**src/rtl/packet_sink_pkg.sv**
```systemverilog
// Shared NoC definitions for the packet sink and its peers.
// Holds FSM encoding, counter widths and header field layout.
package packet_sink_pkg;

  typedef enum logic {
    HEAD = 1'b0,
    BODY = 1'b1
  } sink_state_e;

  localparam int PKT_CNT_W   = 16;
  localparam int ERR_CNT_W   = 8;
  localparam int HDR_DST_LSB = 0;

endpackage

```
**src/rtl/packet_sink_if.sv**
```systemverilog
// Two-phase flit channel between a packet source and a sink.
// req toggles once per flit; ack toggles once per accepted flit.
interface packet_sink_if #(
  parameter int SIZE = 8
) ();

  logic            ch_req;
  logic            ch_ack;
  logic [SIZE-1:0] ch_flit;

  modport master (
    output ch_req,
    output ch_flit,
    input  ch_ack
  );

  modport slave (
    input  ch_req,
    input  ch_flit,
    output ch_ack
  );

endinterface

```
**src/rtl/packet_sink_chan_rx_ctrl.sv**
```systemverilog
// Two-phase channel acceptance: pending detect, ack toggle, stall.
// accept is held off on the edge that releases reset.
module chan_rx_ctrl #(
  parameter int STALL = 0
) (
  input  logic clk,
  input  logic reset,
  input  logic req,
  output logic ack,
  output logic accept
);

  localparam int SW = (STALL > 0) ? $clog2(STALL + 1) : 1;

  logic [SW-1:0] stall_q;
  logic          run_q;

  assign accept = run_q && (req != ack) && (stall_q == '0);

  // ack toggles per accept; stall counter gates the next one
  always_ff @(posedge clk or negedge reset) begin
    if (!reset) begin
      ack     <= 1'b0;
      stall_q <= '0;
      run_q   <= 1'b0;
    end else begin
      run_q <= 1'b1;
      if (accept) begin
        ack     <= ~ack;
        stall_q <= SW'(STALL);
      end else if (stall_q != '0) begin
        stall_q <= stall_q - 1'b1;
      end
    end
  end

endmodule

```
**src/rtl/packet_sink.sv**
```systemverilog
// Packet sink: header check, payload XOR, packet/error counters.
// Results are published the cycle after the last flit lands.
module packet_sink
  import packet_sink_pkg::*;
#(
  parameter int ID               = 1,
  parameter int DESTINATION_BITS = 1,
  parameter int FLITS            = 8,
  parameter int SIZE             = 8,
  parameter int STALL            = 0
) (
  input  logic                 clk,
  input  logic                 reset,
  packet_sink_if.slave         ch,
  output logic                 pkt_valid,
  output logic                 pkt_dst_ok,
  output logic [SIZE-1:0]      pkt_xsum,
  output logic [PKT_CNT_W-1:0] pkt_count,
  output logic [ERR_CNT_W-1:0] err_count,
  output logic                 busy
);

  localparam int IW = (FLITS > 2) ? $clog2(FLITS) : 1;
  localparam logic [DESTINATION_BITS-1:0] MY_ID =
    DESTINATION_BITS'(ID);
  localparam logic [IW-1:0] LAST = IW'(FLITS - 1);
  localparam logic [ERR_CNT_W-1:0] ERR_MAX = '1;

  logic            accept;
  sink_state_e     state_q, state_d;
  logic [IW-1:0]   idx_q, idx_d;
  logic            dst_q, dst_d;
  logic [SIZE-1:0] xsum_q, xsum_d;
  logic            fin_q, fin_d;
  logic            hdr_ok;

  chan_rx_ctrl #(
    .STALL (STALL)
  ) u_rx (
    .clk    (clk),
    .reset  (reset),
    .req    (ch.ch_req),
    .ack    (ch.ch_ack),
    .accept (accept)
  );

  assign hdr_ok =
    ch.ch_flit[HDR_DST_LSB +: DESTINATION_BITS] == MY_ID;
  assign busy = (state_q == BODY);

  // packet state, flit index, running XOR and header verdict
  always_ff @(posedge clk or negedge reset) begin
    if (!reset) begin
      state_q <= HEAD;
      idx_q   <= '0;
      dst_q   <= 1'b0;
      xsum_q  <= '0;
      fin_q   <= 1'b0;
    end else begin
      state_q <= state_d;
      idx_q   <= idx_d;
      dst_q   <= dst_d;
      xsum_q  <= xsum_d;
      fin_q   <= fin_d;
    end
  end

  // next-state: header latches verdict, body folds flits into XOR
  always_comb begin
    state_d = state_q;
    idx_d   = idx_q;
    dst_d   = dst_q;
    xsum_d  = xsum_q;
    fin_d   = 1'b0;
    unique case (state_q)
      HEAD: begin
        if (accept) begin
          dst_d   = hdr_ok;
          xsum_d  = '0;
          idx_d   = IW'(1);
          state_d = BODY;
        end
      end
      BODY: begin
        if (accept) begin
          xsum_d = xsum_q ^ ch.ch_flit;
          if (idx_q == LAST) begin
            idx_d   = '0;
            state_d = HEAD;
            fin_d   = 1'b1;
          end else begin
            idx_d = idx_q + 1'b1;
          end
        end
      end
      default: ;
    endcase
  end

  // publish packet results and update counters one cycle later
  always_ff @(posedge clk or negedge reset) begin
    if (!reset) begin
      pkt_valid  <= 1'b0;
      pkt_dst_ok <= 1'b0;
      pkt_xsum   <= '0;
      pkt_count  <= '0;
      err_count  <= '0;
    end else begin
      pkt_valid <= fin_q;
      if (fin_q) begin
        pkt_dst_ok <= dst_q;
        pkt_xsum   <= xsum_q;
        pkt_count  <= pkt_count + 1'b1;
        if (!dst_q && err_count != ERR_MAX)
          err_count <= err_count + 1'b1;
      end
    end
  end

endmodule

```
**src/flat_wrapper.sv**
```systemverilog
// flat-port wrapper written by rule: the top's interface ports become plain ports
module packet_sink_flat import packet_sink_pkg::*;
#(
  parameter int ID               = 1,
  parameter int DESTINATION_BITS = 1,
  parameter int FLITS            = 8,
  parameter int SIZE             = 8,
  parameter int STALL            = 0
)
  (clk, reset, pkt_valid, pkt_dst_ok, pkt_xsum, pkt_count, err_count, busy, ch_ch_req, ch_ch_flit, ch_ch_ack);
  packet_sink_if #(.SIZE(SIZE)) ch_i ();
  input  logic clk;
  input  logic reset;
  output logic pkt_valid;
  output logic pkt_dst_ok;
  output logic [SIZE-1:0] pkt_xsum;
  output logic [PKT_CNT_W-1:0] pkt_count;
  output logic [ERR_CNT_W-1:0] err_count;
  output logic busy;
  input wire logic [$bits(ch_i.ch_req)-1:0] ch_ch_req;
  input wire logic [$bits(ch_i.ch_flit)-1:0] ch_ch_flit;
  output wire logic [$bits(ch_i.ch_ack)-1:0] ch_ch_ack;
  assign ch_i.ch_req = ch_ch_req;
  assign ch_i.ch_flit = ch_ch_flit;
  assign ch_ch_ack = ch_i.ch_ack;
  packet_sink #(.ID(ID), .DESTINATION_BITS(DESTINATION_BITS), .FLITS(FLITS), .SIZE(SIZE), .STALL(STALL)) u_core (.clk(clk), .reset(reset), .ch(ch_i), .pkt_valid(pkt_valid), .pkt_dst_ok(pkt_dst_ok), .pkt_xsum(pkt_xsum), .pkt_count(pkt_count), .err_count(err_count), .busy(busy));
endmodule
```
**config.mk**
```make
export PLATFORM = sky130hd
export DESIGN_NAME = packet_sink_flat
export DESIGN_NICKNAME = d
export VERILOG_FILES = /design/src/rtl/packet_sink_pkg.sv /design/src/rtl/packet_sink_if.sv /design/src/rtl/packet_sink_chan_rx_ctrl.sv /design/src/rtl/packet_sink.sv /design/src/flat_wrapper.sv
export SDC_FILE = /design/constraint.sdc
export NUM_CORES = 1
export LEC_CHECK = 0
export BUFFER_PORTS_ARGS = -buffer_cell sky130_fd_sc_hd__buf_4
export CAP_MARGIN = 10
export CORE_UTILIZATION = 52
export DETAILED_ROUTE_END_ITERATION = 6
export PLACE_DENSITY = 0.83
export SLEW_MARGIN = 40
export SYNTH_ARGS = -nofsm -noshare
export SYNTH_HDL_FRONTEND = slang
export SYNTH_SLANG_ARGS = --single-unit
```
**constraint.sdc**
```tcl
create_clock -name clk -period 3.05 [get_ports clk]
set_input_delay 0.4575 -clock clk [delete_from_list [all_inputs] [get_ports clk]]
set_output_delay 0.4575 -clock clk [all_outputs]
set_load 0.02 [all_outputs]
```
Yosys cells after proc, flatten, opt, wreduce, memory -nomap -nowiden. Cells that the tools add are included.

Add/subtract/negate cells: 4. Equality and inequality tests: 5. Mux-type cells: 16. Bitwise gates (word level): 4. Reductions and logical operators: 7.

Operators with widths (number): adder 16 x 1 -> 16 bit (second input constant) (1); 2-to-1 mux 8 bit (2); case mux 8 bit (2 select lines) (1); 2-to-1 mux 3 bit (3); adder 8 x 1 -> 8 bit (second input constant) (1); 2-to-1 mux 1 bit (8); inequality test 8 bit (second input constant) (1); XOR 8 bit (1); case mux 3 bit (2 select lines) (1); AND reduction 2 bit (3); inequality test 2 x 1 -> 1 bit (second input constant) (2); adder 3 x 1 -> 3 bit (second input constant) (1); equality test 3 bit (second input constant) (1); logical AND 1 bit (3); inverter 1 bit (3); case mux 1 bit (2 select lines) (1); logical NOT 1 bit (1); inequality test 1 bit (1); subtractor 1 bit (second input constant) (1).

Flip-flop bits (word level): 51. Output and inout port bits: 36. Logic and storage cells: 49.

Logic depth before layout (Yosys ltp).
Depth in word-level cells: 5. Mapped depth: 5.

Cells and area by module. From an unflattened synthesis, not the netlist that was laid out.

Cell total of the unflattened synthesis: 196. Area total of the unflattened synthesis: 2213.4 um^2.

By module, submodules not included: packet_sink (instances 1, cells each 190, area each 2133.3 um^2, seq. area each 1201.2 um^2); chan_rx_ctrl (instances 1, cells each 6, area each 80.1 um^2, seq. area each 50.0 um^2).

Worst setup path before layout. No wires, ideal clock.

Path type: register to register. Start: register u_core.pkt_count[0]. End: register u_core.pkt_count[8]. Library setup time: 0.080 ns. Arrival time: 1.362 ns. Required time: 2.970 ns. Slack: 1.608 ns. Stages on the path, launching flop included: 6. Buffers on the path: 0. Period minus slack after synthesis: 1.442 ns. Cell sequence: dfrtp_1 -> ha_1 -> nand4_4 -> nor2_4 -> and3_1 -> xor2_1.

Longest elaborated chain between the ends: 1.

Ends and longest elaborated chain: start: declaration (RTL line packet_sink.sv:18) `output logic [PKT_CNT_W-1:0] pkt_count,`; start signal: assignment (RTL line packet_sink.sv:113) `pkt_count <= pkt_count + 1'b1;`; adder 16 x 1 -> 16 bit (RTL line packet_sink.sv:113).

No other way between the ends. A chain may end at the register's enable or synchronous reset.

Final worst setup path.
Start: register u_core.fin_q. End: register u_core.err_count[7].

Longest elaborated chain between the ends: 1.

Ends and longest elaborated chain: start: declaration (RTL line packet_sink.sv:34) `logic fin_q, fin_d;`; start signal: assignment (RTL line packet_sink.sv:64) `fin_q <= fin_d;`; AND reduction 2 bit (no line); end signal: assignment (RTL line packet_sink.sv:115) `err_count <= err_count + 1'b1;`; end: declaration (RTL line packet_sink.sv:19) `output logic [ERR_CNT_W-1:0] err_count,`.

No other way between the ends.

==> out/qor.csv <==
stage,metric,value,unit
setup_path,regToRegSetupSlack,1.30,ns
grt,antenna_found_initial,0,
placement,globalplace.congestion,0.711,
yosys,ys_types,37,
setup_path,path_delay_family,flip-flops,
clock_network,ctsResizeCount,0,
sta,slew_headroom,52.1,%
routing,viasPerCell,5.37,
setup_path,endpoint_kind,flop,
die,ios,47,
job,cap_violations,0,
power,powerDensity,675,nW/um^2
die,rows,23,
clock_network,path_clk_slew,0.09,ns
routing,dr_total_vias,1546,
final_layout,drive_gt1_share,32.4,%
routing,wire_per_inst,14.8,um
yosys,ys_async_sr_fraction,100,%
setup_path,rr_worst_depth,4,
clock_network,cts_htree_levels,2,
routing,wl,4260,um
yosys,synthCells,189,
clock_network,clockBufferDepth,2,
setup_path,cp_slowest_cell,dfrtp_1,
clock_network,insertion_delay,0.30,ns
placement,dp_slack,1.30,ns
routing,drc,0,
routing,drtPass1Iterations,4,
setup_path,reg2reg_to,u_core.err_count[7],
setup_path,cpPeakStageDelay,0.81,ns
sta,rsz0062_at_grt,no,
setup_path,critPathLaunchType,flop,
die,die_area,4610,um^2
setup_path,crit_chain,"nand2b_1, nor3_4, nand3_2, mux2_4",
sta,fin_crit_sh,57.5,%
setup_path,path_class,flop to flop,
setup_path,crit_arrival,1.95,ns
sta,worst_slew_pin_slew,0.718,ns
sta,finalSetupViolCount,0,
yosys,syn_area,2260,um^2
placement,dp.cells,281,
routing,drtIter0Drc,65,
die,die_w,67.9,um
sta,clock.fmax,570,MHz
yosys,ys_ff_latch,50,
power,peakVddDrop,0.427,mV
grt,grt_pass1_wl,6530,um
clock_network,cts_buffers,5,
clock_network,cts_tree,done,
clock_network,cts_setup_buffers,0,
yosys,postSynthAreaPerCell,11.9,um^2
sta,setup_slack,1.30,ns
clock_network,numClockSinks,50,
final_layout,final_cells,288,
setup_path,cp.buffers_inverters,0,
setup_path,crit_required,3.24,ns
grt,grt_max_degree,51,
die,start_util,55.3,%
sta,hold_viol,0,
final_layout,n_antenna_cell,0,
worst_hold_path,hp-class,primary input to asynchronous set/reset pin,
routing,antenna_left,0,
yosys,synth_edf_count,0,
placement,dp_hpwl,2960,um
clock_network,holdBufCountCts,0,
clock_network,clockRootBuffer,clkbuf_8,
run_status,outcome,"complete, no violations",
grt,first_global_vias,1482,
final_layout,utilization,66.7,%
sta,finClkSkew,0.00481,ns
die,dieHeight,67.9,um
setup_path,path_max_fanout,18,
yosys,yosys_warnings,0,
grt,grt.overflow.total,0,
final_layout,multiInputGateArea,978,um^2
yosys,ys.flop_type,dfrtp_1,
sta,fin_crit,1.75,ns
yosys,synth_seq_area_share,55.4,%
setup_path,rr_startpoint,u_core.fin_q,
yosys,synth_fp_nets,204,
sta,worst_hold_slack,0.164,ns
placement,port_buffers,46,
grt,grt_util_all_layers,19.8,%
setup_path,worstSetupStartpoint,u_core.fin_q,
final_layout,regArea,1250,um^2
sta,slew_violations,0,
final_layout,fillerInstances,330,
sta,final.setup.tns,0,ns
power,power_leakage,0.00132,uW
final_layout,syn_to_final_growth,20.6,%
die,core-area,4090,um^2
final_layout,finalNetCount,253,
[cell families (layout without fill, tap and decap cells)]
kind of cell / after synthesis / count (layout) / share of synthesized area (%)
AO/OA/AOI/OAI: 22 / 22 / 6.93
AND/OR/NAND/NOR: 73 / 73 / 19.2
flip-flops: 50 / 50 / 55.4
adder cells (fa/ha/maj): 4 / 4 / 2.22
buffers and inverters: 6 / 55 / 1.27
other: 1 / 1 / 0.166
multiplexers: 16 / 16 / 8.25
XOR/XNOR: 17 / 17 / 6.59
[worst reg2reg max path, delay by kind of cell (launching register included)]
family / cells / cell delay (ns)
flip-flops: 1 / 0.81
multiplexers: 1 / 0.30
AND/OR/NAND/NOR: 3 / 0.53
[power breakdown]
group / switching (uW) / internal [uW] / total, uW
logic: 242 / 267 / 509
clock network: 214 / 154 / 369
registers: 147 / 814 / 961
[worst max path at each step]
| stage | to | slack (ns) | cells past startpoint |
|---|---|---|---|
| 3_3_place_gp | u_core.err_count[7] | 1.35 | 4 |
| 6_report | u_core.err_count[7] | 1.30 | 4 |
| 4_1_cts | u_core.err_count[7] | 1.28 | 4 |
| 5_1_grt | u_core.err_count[7] | 1.19 | 4 |
| 2_1_floorplan | u_core.pkt_count[8] | 1.61 | 5 |
| 3_5_place_dp | u_core.err_count[7] | 1.30 | 4 |
[per-stage QoR]
stage | power (uW) | cell area, um^2
after detailed placement | 1490 | 2650
after floorplan | 1270 | 2260
after global placement | 1460 | 2650
after global routing | 1940 | 2720
final | 1840 | 2720
after CTS | 1860 | 2720
[cell type report]
cell class | count | area share (%)
Clock inverter | 2 | 0.367
Timing Repair Buffer | 46 | 12.7
Inverter | 2 | 0.276
Multi-Input combinational cell | 133 | 35.9
Sequential cell | 50 | 45.9
Tap cell | 50 | 2.30
Clock buffer | 5 | 2.53
[placed cells by master (no fill, tap or decap), drive strengths merged, types with 3 or more instances in the layout]
cell type,count
nand4,4
buf,46
xnor2,11
xor2,6
nand2,14
dfrtp,50
ha,4
mux2,15
o21ai,9
nand3,17
clkbuf,5
a22o,7
nor3,3
nand2b,17
o21a,4
and3,4
nor2,9
[state kept, by name, indices dropped and copies added, names as in the netlist]
register / flops
u_core.pkt_count: 16
u_core.err_count: 8
u_core.pkt_xsum: 8
u_core.xsum_q: 8
u_core.idx_q: 3
u_core.busy: 1
u_core.dst_q: 1
u_core.fin_q: 1
u_core.pkt_dst_ok: 1
u_core.pkt_valid: 1
u_core.u_rx.ack: 1
u_core.u_rx.run_q: 1
[synth_stat cells (all sizes together), types with 2 or more instances]
cell type	count	area, um^2
and3	4	25.0
o21a	4	30.0
mux2	15	176
nor3	3	26.3
nand2b	17	106
xor2	6	52.6
nand2	14	55.1
nand4	4	40.0
inv	2	7.51
nand3	17	95.1
and2	2	15.0
ha	4	50.1
dfrtp	50	1250
buf	3	17.5
xnor2	11	96.3
o21ai	9	45.0
a22o	7	61.3
nor2	9	43.8
[per-layer routing]
layer | GRT usage (%) | routed length, um | vias to the layer above | share of wire [%]
li1 | - | - | 750 | -
met5 | 0 | 0 | - | 0
met1 | 23.4 | 1930 | 755 | 45
met4 | 9.38 | 38 | 0 | 0.89
met3 | 6.50 | 180 | 4 | 4.2
met2 | 32.5 | 2110 | 37 | 50
No activity file was read; power rests on OpenSTA's default activity.
